## config.mk

```make
export PLATFORM = sky130hd
export DESIGN_NAME = snn_conv_mac_flat
export DESIGN_NICKNAME = d
export VERILOG_FILES = /design/src/rtl/snn_conv_mac_if.sv /design/src/rtl/snn_conv_mac.sv /design/src/flat_wrapper.sv
export SDC_FILE = /design/constraint.sdc
export NUM_CORES = 1
export LEC_CHECK = 0
export CORE_UTILIZATION = 50
export DETAILED_ROUTE_END_ITERATION = 6
export GPL_ROUTABILITY_DRIVEN = 0
export GPL_TIMING_DRIVEN = 0
export PLACE_DENSITY_LB_ADDON = 0.25
export SLEW_MARGIN = 40
export SYNTH_ARGS = -nofsm -noshare
export SYNTH_HDL_FRONTEND = slang
export SYNTH_SLANG_ARGS = --single-unit
```

## constraint.sdc

```tcl
create_clock -name clk -period 63.8 [get_ports clk]
set_clock_uncertainty 0.1 [all_clocks]
set_input_delay 12.76 -clock clk [delete_from_list [all_inputs] [get_ports clk]]
set_output_delay 12.76 -clock clk [all_outputs]
set_load 0.02 [all_outputs]
```

## src/rtl/snn_conv_mac_if.sv

```systemverilog
// Handshake bundle for snn_conv_mac: filter load, ifmap window stream and result channel.
// Also carries the per-run configuration (spike_mode, threshold) sampled on filter accept.
interface snn_conv_mac_if #(
  parameter int unsigned K            = 3,
  parameter int unsigned FILTER_WIDTH = 8,
  parameter int unsigned OUTPUT_WIDTH = 16
) ();
  logic                             spike_mode;
  logic signed [OUTPUT_WIDTH-1:0]   threshold;
  logic                             filt_valid;
  logic                             filt_ready;
  logic [K*K*FILTER_WIDTH-1:0]      filt_data;
  logic                             ifmap_valid;
  logic                             ifmap_ready;
  logic [K*K-1:0]                   ifmap_data;
  logic                             out_valid;
  logic                             out_ready;
  logic signed [OUTPUT_WIDTH-1:0]   out_psum;
  logic                             out_spike;

  modport slave (
    input  spike_mode, threshold, filt_valid, filt_data, ifmap_valid, ifmap_data, out_ready,
    output filt_ready, ifmap_ready, out_valid, out_psum, out_spike
  );

  modport master (
    output spike_mode, threshold, filt_valid, filt_data, ifmap_valid, ifmap_data, out_ready,
    input  filt_ready, ifmap_ready, out_valid, out_psum, out_spike
  );
endinterface

```

## src/rtl/snn_conv_mac.sv

```systemverilog
// Spiking-convolution MAC: loads a KxK signed filter, accumulates binary-gated windows over
// NUM_CH channels per timestep, emits raw psum or integrate-and-fire result for NUM_T steps.
module snn_conv_mac #(
  parameter int unsigned K            = 3,
  parameter int unsigned FILTER_WIDTH = 8,
  parameter int unsigned OUTPUT_WIDTH = 16,
  parameter int unsigned NUM_CH       = 2,
  parameter int unsigned NUM_T        = 2
) (
  input logic          clk,
  input logic          rst,
  snn_conv_mac_if.slave bus
);

  localparam int unsigned Taps = K * K;
  // Wide enough for acc + full window sum and for V - threshold without overflow.
  localparam int unsigned SW   = OUTPUT_WIDTH + $clog2(Taps) + 2;
  localparam int unsigned CW   = $clog2(NUM_CH + 1);
  localparam int unsigned TW   = $clog2(NUM_T + 1);

  localparam logic signed [SW-1:0] MaxV = {{(SW-OUTPUT_WIDTH+1){1'b0}}, {(OUTPUT_WIDTH-1){1'b1}}};
  localparam logic signed [SW-1:0] MinV = {{(SW-OUTPUT_WIDTH+1){1'b1}}, {(OUTPUT_WIDTH-1){1'b0}}};

  typedef enum logic [1:0] {StIdle, StAccum, StEmit} state_e;

  state_e                          r_state, w_state_next;
  logic signed [FILTER_WIDTH-1:0]  r_w [Taps];
  logic                            r_spike_mode;
  logic signed [OUTPUT_WIDTH-1:0]  r_threshold;
  logic signed [OUTPUT_WIDTH-1:0]  r_acc;
  logic signed [OUTPUT_WIDTH-1:0]  r_v;
  logic signed [OUTPUT_WIDTH-1:0]  r_out_psum;
  logic                            r_out_spike;
  logic [CW-1:0]                   r_ch_cnt;
  logic [TW-1:0]                   r_t_cnt;

  logic                            w_filt_ready, w_ifmap_ready, w_out_valid;
  logic                            w_filt_fire, w_ifmap_fire, w_out_fire;
  logic                            w_last_ch, w_last_t;
  logic signed [SW-1:0]            w_win_sum;
  logic signed [OUTPUT_WIDTH-1:0]  w_acc_sum, w_vn, w_v_sub;
  logic                            w_fire;

  function automatic logic signed [OUTPUT_WIDTH-1:0] sat(input logic signed [SW-1:0] x);
    if (x > MaxV)      return MaxV[OUTPUT_WIDTH-1:0];
    else if (x < MinV) return MinV[OUTPUT_WIDTH-1:0];
    else               return x[OUTPUT_WIDTH-1:0];
  endfunction

  assign w_filt_fire  = bus.filt_valid && w_filt_ready;
  assign w_ifmap_fire = bus.ifmap_valid && w_ifmap_ready;
  assign w_out_fire   = bus.out_ready && w_out_valid;
  assign w_last_ch    = (r_ch_cnt == CW'(NUM_CH - 1));
  assign w_last_t     = (r_t_cnt == TW'(NUM_T - 1));

  always_comb begin
    w_win_sum = '0;
    for (int unsigned i = 0; i < Taps; i++) begin
      if (bus.ifmap_data[i]) w_win_sum = w_win_sum + SW'(r_w[i]);
    end
    w_acc_sum = sat(SW'(r_acc) + w_win_sum);
    w_vn      = sat(SW'(r_v) + SW'(w_acc_sum));
    w_fire    = (w_vn >= r_threshold);
    w_v_sub   = sat(SW'(w_vn) - SW'(r_threshold));
  end

  always_comb begin
    w_state_next  = r_state;
    w_filt_ready  = 1'b0;
    w_ifmap_ready = 1'b0;
    w_out_valid   = 1'b0;
    unique case (r_state)
      StIdle: begin
        w_filt_ready = 1'b1;
        if (bus.filt_valid) w_state_next = StAccum;
      end
      StAccum: begin
        w_ifmap_ready = 1'b1;
        if (bus.ifmap_valid && w_last_ch) w_state_next = StEmit;
      end
      StEmit: begin
        w_out_valid = 1'b1;
        if (bus.out_ready) w_state_next = w_last_t ? StIdle : StAccum;
      end
      default: w_state_next = StIdle;
    endcase
  end

  always_ff @(posedge clk) begin
    if (rst) r_state <= StIdle;
    else     r_state <= w_state_next;
  end

  always_ff @(posedge clk) begin
    if (rst) begin
      for (int unsigned i = 0; i < Taps; i++) r_w[i] <= '0;
      r_spike_mode <= 1'b0;
      r_threshold  <= '0;
      r_acc        <= '0;
      r_v          <= '0;
      r_out_psum   <= '0;
      r_out_spike  <= 1'b0;
      r_ch_cnt     <= '0;
      r_t_cnt      <= '0;
    end else begin
      if (w_filt_fire) begin
        for (int unsigned i = 0; i < Taps; i++) begin
          r_w[i] <= bus.filt_data[i*FILTER_WIDTH +: FILTER_WIDTH];
        end
        r_spike_mode <= bus.spike_mode;
        r_threshold  <= bus.threshold;
        r_acc        <= '0;
        r_v          <= '0;
        r_ch_cnt     <= '0;
        r_t_cnt      <= '0;
      end
      if (w_ifmap_fire) begin
        r_acc    <= w_acc_sum;
        r_ch_cnt <= r_ch_cnt + CW'(1);
        if (w_last_ch) begin
          if (r_spike_mode) begin
            r_out_spike <= w_fire;
            r_v         <= w_fire ? w_v_sub : w_vn;
            r_out_psum  <= w_fire ? w_v_sub : w_vn;
          end else begin
            r_out_spike <= 1'b0;
            r_out_psum  <= w_acc_sum;
          end
        end
      end
      if (w_out_fire) begin
        r_acc    <= '0;
        r_ch_cnt <= '0;
        if (w_last_t) begin
          r_t_cnt <= '0;
          r_v     <= '0;
        end else begin
          r_t_cnt <= r_t_cnt + TW'(1);
        end
      end
    end
  end

  assign bus.filt_ready  = w_filt_ready;
  assign bus.ifmap_ready = w_ifmap_ready;
  assign bus.out_valid   = w_out_valid;
  assign bus.out_psum    = r_out_psum;
  assign bus.out_spike   = r_out_spike;

endmodule
```

## src/flat_wrapper.sv

```systemverilog
// flat-port wrapper written by rule: the top's interface ports become plain ports
module snn_conv_mac_flat 
#(
  parameter int unsigned K            = 3,
  parameter int unsigned FILTER_WIDTH = 8,
  parameter int unsigned OUTPUT_WIDTH = 16,
  parameter int unsigned NUM_CH       = 2,
  parameter int unsigned NUM_T        = 2
)
  (clk, rst, bus_spike_mode, bus_threshold, bus_filt_valid, bus_filt_data, bus_ifmap_valid, bus_ifmap_data, bus_out_ready, bus_filt_ready, bus_ifmap_ready, bus_out_valid, bus_out_psum, bus_out_spike);
  snn_conv_mac_if #(.K(K), .FILTER_WIDTH(FILTER_WIDTH), .OUTPUT_WIDTH(OUTPUT_WIDTH)) bus_i ();
  input logic clk;
  input logic rst;
  input wire logic [$bits(bus_i.spike_mode)-1:0] bus_spike_mode;
  input wire logic [$bits(bus_i.threshold)-1:0] bus_threshold;
  input wire logic [$bits(bus_i.filt_valid)-1:0] bus_filt_valid;
  input wire logic [$bits(bus_i.filt_data)-1:0] bus_filt_data;
  input wire logic [$bits(bus_i.ifmap_valid)-1:0] bus_ifmap_valid;
  input wire logic [$bits(bus_i.ifmap_data)-1:0] bus_ifmap_data;
  input wire logic [$bits(bus_i.out_ready)-1:0] bus_out_ready;
  output wire logic [$bits(bus_i.filt_ready)-1:0] bus_filt_ready;
  output wire logic [$bits(bus_i.ifmap_ready)-1:0] bus_ifmap_ready;
  output wire logic [$bits(bus_i.out_valid)-1:0] bus_out_valid;
  output wire logic [$bits(bus_i.out_psum)-1:0] bus_out_psum;
  output wire logic [$bits(bus_i.out_spike)-1:0] bus_out_spike;
  assign bus_i.spike_mode = bus_spike_mode;
  assign bus_i.threshold = bus_threshold;
  assign bus_i.filt_valid = bus_filt_valid;
  assign bus_i.filt_data = bus_filt_data;
  assign bus_i.ifmap_valid = bus_ifmap_valid;
  assign bus_i.ifmap_data = bus_ifmap_data;
  assign bus_i.out_ready = bus_out_ready;
  assign bus_filt_ready = bus_i.filt_ready;
  assign bus_ifmap_ready = bus_i.ifmap_ready;
  assign bus_out_valid = bus_i.out_valid;
  assign bus_out_psum = bus_i.out_psum;
  assign bus_out_spike = bus_i.out_spike;
  snn_conv_mac #(.K(K), .FILTER_WIDTH(FILTER_WIDTH), .OUTPUT_WIDTH(OUTPUT_WIDTH), .NUM_CH(NUM_CH), .NUM_T(NUM_T)) u_core (.clk(clk), .rst(rst), .bus(bus_i));
endmodule
```

==> summary.md, run 1 <==
| Metric | Value |
|---|---|
| Layout cells sized above 1 | under 10% |
| Total die area | roughly 36000 um^2 |
| Initial antenna violation count | 4 |
| Number of post-CTS setup repair buffers | 0 |
| Fillers | about 3100 |
| Drt wl/cell | between 15 and 20 um |
| Syn Area/Cell | ~8 um^2 |
| Max Fanout on Critical Path | 10 |
| Reg-to-reg setup timing slack | approximately 41 ns |
| Most common cell on crit path | ha_1 |
| Commonest non-fill, non-tap cell in the layout | ha_1 |
| Initial Utilization | between 50 and 60% |
| Max_cap viols | 0 |
| CP Launch Type | input port |
| Post-Synthesis Cells | ~2200 |
| Max-slew violation count | 0 |
| Simple-Gate Fraction of Synth Area | 17.7% |
| Routed wire length | between 50000 and 60000 um |
| Die Span X | ~190 um |
| Clock-pin slew on the worst setup and hold paths | around 0.06 ns |
| Required time of the critical path | between 60 and 70 ns |
| Fin nets | roughly 2700 |
| Top post-synthesis cells by area | ha_1 (15%), edfxtp_1 (12%), dfxtp_1 (8.2%) |
| Crit path time final | around 36 ns |
| CP Capture Type | register |
| Final hold slack | around 0.36 ns |
| Multi-input combinational cell area | between 10000 and 15000 um^2 |
| Clk buf depth | 2 |
| Vias | 16800 |
| Post-route ant nets | 0 |
| Hold Vio Cnt, Final | 0 |
| Worst R2R End | u_core.bus.out_psum[14] |
| Actual slew at the worst max-slew pin | 0.821 ns |
| Prevailing post-synth register cell | edfxtp_1 |
| XOR/XNOR Fraction of Synth Area | under 10% |
| Hold-fix buffers at CTS | 0 |
| Final worst-path cycle share | between 50% and 60% |
| Yosys reg bits | ~140 |
| Worst r2r path cells | just under 90 |
| Buffers on Ports | 118 |
| Worst Hold End | u_core.r_threshold[9] |
| Post-DP Area | approximately 20000 um^2 |
| Crit Path Class | input port to register |
| Cell area after layout | 20000 um^2 |
| GRT Residual Overflow | 0 |
| Drt initial violations | between 1000 and 1500 |
| Delay-heaviest family, CP | compound AO/OA/AOI/OAI gates |
| Largest net degree at the start of global routing | 33 |
| H-tree depth | 4 |
| Post_cts resized | 0 |
| Worst skew pair latency | roughly 0.46 ns |
| GR Util All Layers | 27.9% |
| Final setup viols | 0 |
| Worst reg2reg path startpoint | u_core.r_w[0][0] |
| Crit-path slowest cell | o31ai_1 |
| Commonest non-fill, non-tap cells in the layout | ha_1 (214), a21oi_1 (203), nand2_1 (193) |
| Synth top area share | 15.2% |
| FP Rows | roughly 70 |
| Mux cell area share after synthesis | just under 5% |
| Fin util | a little under 60% |
| Post-synth top area cell | ha_1 |
| Hold Crit Depth | 2 |
| Setup TNS | 0 ns |
| Ys Warns | 0 |
| Die H | between 150 and 200 um |
| WP data arrival | 35.89 ns |
| CTS sink count | 144 |
| Clk root buf | clkbuf_16 |
| Hpwl dp | around 40000 um |
| Syn_nets | about 2500 |
| Worst hold start | u_core.r_threshold[9] |
| Vias per cell | 6.02 |
| Synth cell types | 83 |
| Buf/Inv on CP | 6 |
| Max Clock Freq | ~0.028 GHz |
| Largest family of logic cells by synthesized area | compound AO/OA/AOI/OAI gates |
| EDFF count, synth | 72 |
| Core area | about 35000 um^2 |
| Asr flop ratio synth | 0% |
| Seq/Total Area, Yosys | about a fifth |
| Layout area overhead | 13.3% |
| Post-synthesis compound-gate area fraction | around 28% |
| Worst path max stage delay | between 0.7 and 0.8 ns |
| Cell area after synthesis | ~18000 um^2 |
| First-pass GRT wire length | between 80000 and 90000 um |
| Hold Crit Class | register to register |
| I/O Pins | between 100 and 150 |
| Residual DRC | 0 |
| RSZ-0062 raised after global routing | false |
| Slew margin rel. | between 40% and 50% |
| Inserted Clock Buffers | 17 |
| CTS tree | done |
| Adder-Cell Fraction of Synth Area | 17.1% |
| Run status | finished clean |
| TritonRoute pass-1 iters | 6 |
| Vias in the first global route | around 16000 |
| Sequential cell area | ~3600 um^2 |
-- flip-flops by register name (all words and copies together) (netlist names) --
name / flops
u_core.r_w: 72
u_core.r_threshold: 16
u_core.r_state: 2
u_core.r_acc: 16
u_core.r_v: 16
u_core.bus.out_spike: 1
u_core.r_spike_mode: 1
u_core.r_t_cnt: 2
u_core.r_ch_cnt: 2
u_core.bus.out_psum: 16
-- per-layer routing --
metal	track usage [%]	wire length, um	share of wire, %	vias to the layer above
li1	-	-	-	8332
met1	36.4	22600	45	7935
met2	47.1	23700	47	501
met3	4.13	3120	6.2	70
met4	8.53	1100	2.2	0
met5	0	0	0	-
-- how the worst max path moves through the flow --
stage	slack, ns	cells past startpoint	to	from
floorplan	32.58	90	u_core.bus.out_psum[5]	bus_ifmap_data[0]
global placement	28.69	91	u_core.bus.out_psum[14]	bus_ifmap_data[0]
detailed placement	28.33	91	u_core.bus.out_psum[14]	bus_ifmap_data[0]
CTS	28.66	91	u_core.bus.out_psum[5]	bus_ifmap_data[0]
global route	26.60	92	u_core.bus.out_psum[10]	bus_ifmap_data[0]
finish	28.11	91	u_core.bus.out_psum[14]	bus_ifmap_data[0]
-- synthesized netlist by cell type (all sizes together) (34+ instances only) --
library cell / count
ha: 214
a21oi: 203
nand2: 193
o21ai: 159
nor2: 135
inv: 117
a21o: 100
and2: 92
xnor2: 91
dfxtp: 72
edfxtp: 72
xor2: 64
mux2: 61
clkbuf: 54
o21a: 47
nand2b: 38
o211ai: 34
-- per-stage QoR --
step	setup slack, ns	cells
5_1_grt	26.60	2797
3_3_place_gp	28.69	2760
2_1_floorplan	32.58	2187
3_5_place_dp	28.33	2762
4_1_cts	28.66	2794
6_report	28.11	2798
-- kinds of logic (layout without fill, tap and decap cells) --
logic type                 after synthesis  after routing
muxes                                   80             80
xor gates and xnor gates               156            156
adders and majority gates              235            235
AOI/OAI and AO/OA                      749            749
other                                    0              4
buffers and inverters                  188            340
DFF                                    144            144
and+or+nand+nor                        635            635
-- worst min-delay path: cells and delay by family (launching register included) --
kind,cells,cell delay [ns]
flops,1,0.31
compound gates,1,0.05
simple gates,1,0.05
-- cell type report --
class	count	area share, %
diodes	4	0.0501
plain buffers	68	1.39
clock buffers	21	2.31
clock inverters	11	0.394
inverters	120	2.25
multi-input cells	1855	66.6
flip-flops and latches	144	18.0
well taps	455	2.85
repair buffers	120	6.11
Power of run 1 is not shown: default switching activity piles up to over one toggle a cycle in this logic, so the estimate is an artifact.
==> run 2, diff against run 1 <==
==> constraint.sdc (replaced) <==
create_clock -name clk -period 36.7 [get_ports clk]
set_clock_uncertainty 0.1 [all_clocks]
set_input_delay 7.34 -clock clk [delete_from_list [all_inputs] [get_ports clk]]
set_output_delay 7.34 -clock clk [all_outputs]
set_load 0.02 [all_outputs]
==> results of run 2 <==
The final DEF is identical to that of run 1. Status: finished clean.
Among the figures that moved: setup slack after placement 28.33 ns -> 6.65 ns; setup slack after layout 28.11 ns -> 6.43 ns; register-to-register setup slack 40.88 ns -> 13.78 ns
Power of run 2 is left out for the same reason.
==> run 3, diff against run 2 <==
==> constraint.sdc (replaced) <==
create_clock -name clk -period 26.8 [get_ports clk]
set_clock_uncertainty 0.1 [all_clocks]
set_input_delay 5.36 -clock clk [delete_from_list [all_inputs] [get_ports clk]]
set_output_delay 5.36 -clock clk [all_outputs]
set_load 0.02 [all_outputs]
==> run 3 against run 2 <==
  * Final area is 1.4% higher
  * Worst hold slack barely moved
  * Sequential cell count did not move
  * Wire length increased by 0.46%
  * Clock-buffer cell count did not move
==> summary.md, run 3 (same netlist as run 1, synthesis figures left out) <==
| Metric | Value |
|---|---|
| GRT Residual Overflow | 0 |
| Vias in the first global route | approximately 16000 |
| Layout area overhead | 15.0% |
| Largest net degree at the start of global routing | 33 |
| Dpl ws | -1.27 ns |
| CP startpoint | bus_ifmap_data[0] |
| Max Fanout on Critical Path | 10 |
| CTS tree | done |
| Max reg flops | 72 |
| Hold-fix buffers at CTS | 0 |
| M1 WL | 22700 um |
| Residual DRC | 0 |
| Worst Hold End | u_core.r_threshold[9] |
| CP Launch Type | input port |
| Hold Crit Depth | 2 |
| Worst R2R End | u_core.bus.out_psum[14] |
| Fillers | 3087 |
| Required time of the critical path | roughly 27 ns |
| Vias | around 17000 |
| Reg-to-reg setup timing slack | approximately 6.4 ns |
| Hold Vio Cnt, Final | 0 |
| Worst reg2reg path startpoint | u_core.r_w[0][0] |
| CP Capture Type | register |
| Uppermost layer routed | met4 |
| Slew margin rel. | a little under half |
| Post-route ant nets | 0 |
| Commonest non-fill, non-tap cell in the layout | ha_1 |
| Worst skew pair latency | around 0.46 ns |
| Inserted Clock Buffers | 17 |
| First-pass GRT wire length | 80500 um |
| Clk root buf | clkbuf_16 |
| Max-slew violation count | 0 |
| Clk buf depth | 2 |
| Layout cells sized above 1 | under 10% |
| Fin nets | between 2000 and 3000 |
| I/O Pins | approximately 120 |
| Post-route setup slack | between 1 and 1.5 ns |
| Crit-path slowest cell | o31ai_2 |
| Run status | finished clean |
| Top reg by flops | u_core.r_w |
| Total die area | about 36000 um^2 |
| Commonest non-fill, non-tap cells in the layout | ha_1 (213), a21oi_1 (198), nand2_1 (193) |
| Most common cell on crit path | ha_1 |
| Crit Path Class | input port to register |
| WP data arrival | roughly 26 ns |
| FP Rows | between 60 and 70 |
| Clock-pin slew on the worst setup and hold paths | 0.07 ns |
| TritonRoute pass-1 iters | 7 |
| Worst path max stage delay | about 0.51 ns |
| Drt initial violations | 1187 |
| Worst hold start | u_core.r_threshold[9] |
| Final worst-path cycle share | 95.7% |
| GR Util All Layers | between 20% and 30% |
| Max Clock Freq | 0.0390 GHz |
| H-tree depth | 4 |
| Core area | between 30000 and 40000 um^2 |
| Die Span X | ~190 um |
| Worst r2r path cells | 91 |
| Initial Utilization | 51.0% |
| Met2 routed WL | between 20000 and 25000 um |
| Actual slew at the worst max-slew pin | approximately 0.79 ns |
| Routed wire length | between 50000 and 60000 um |
| WL met3 | 2870 um |
| Hold Crit Class | register to register |
| Final setup viols | 0 |
| Vias per cell | approximately 6.0 |
| Hpwl dp | 40000 um |
| Die H | 190 um |
| Buffers on Ports | 118 |
| Initial antenna violation count | 4 |
| Crit path time final | 25.65 ns |
| CTS sink count | approximately 140 |
| Max_cap viols | 0 |
| Drt wl/cell | roughly 18 um |
==> run 3: cell count changes in the layout (fill, tap and decap cells not counted), moves of 4 or more <==
cell      previous run  this run
a21oi_1            203       198
clkbuf_2             1         5
clkbuf_1            55        49
buf_4                3        11
o21ai_0            148       144
a21oi_2              0         5
a221oi_1             6         2
==> run 3: timing repair <==
action,in CTS,in global routing
resized for setup,9,53
buffers inserted,0,9
pin swaps,0,6
endpoints found under the setup margin,33,33
==> run 3: how the worst max path moves through the flow <==
stage	slack (ns)	cells after the start	to
final	1.15	93	u_core.bus.out_psum[14]
after global routing	-0.03	93	u_core.bus.out_psum[14]
after CTS	0.01	93	u_core.bus.out_psum[5]
after detailed placement	-1.27	91	u_core.bus.out_psum[14]
after global placement	-0.91	91	u_core.bus.out_psum[14]
after floorplan	2.98	90	u_core.bus.out_psum[5]
==> run 3: critical path, delay by kind of cell <==
kind	cells	cell delay [ns]
AOI/OAI and AO/OA	37	7.74
xor gates and xnor gates	9	1.51
adders and majority gates	15	5.09
buffers and inverters	8	1.71
muxes	6	1.52
and+or+nand+nor	18	2.90
==> run 3: routing by layer <==
metal | GRT usage [%] | vias up
li1 | - | 8358
met1 | 36.4 | 7959
met2 | 47.3 | 486
met3 | 4.15 | 76
met4 | 8.68 | 0
met5 | 0 | -
==> run 3: metrics by stage <==
stage / instances / hold WS, ns / util, % / TNS, ns / cell area (um^2)
after floorplan: 2187 / 0.332 / - / 0 / 17600
after global placement: 2760 / 0.345 / 56.0 / -23.68 / 19400
after detailed placement: 2762 / 0.349 / 56.2 / -35.89 / 19400
after CTS: 2794 / 0.358 / 57.9 / 0 / 20000
after global routing: 2806 / 0.371 / 58.6 / -0.0443 / 20300
final: 2806 / 0.357 / 58.6 / 0 / 20300
==> run 3: cell type report <==
cell class	count	area, um^2	area share, %
Sequential cell	144	3600	17.8
Timing Repair Buffer	129	1290	6.35
Clock buffer	21	462	2.28
Clock inverter	11	78.8	0.389
Inverter	120	450	2.22
Tap cell	455	569	2.81
Multi-Input combinational cell	1855	13500	66.7
Antenna cell	3	7.51	0.0370
Buffer	68	292	1.44
Power of run 3 is left out for the same reason.
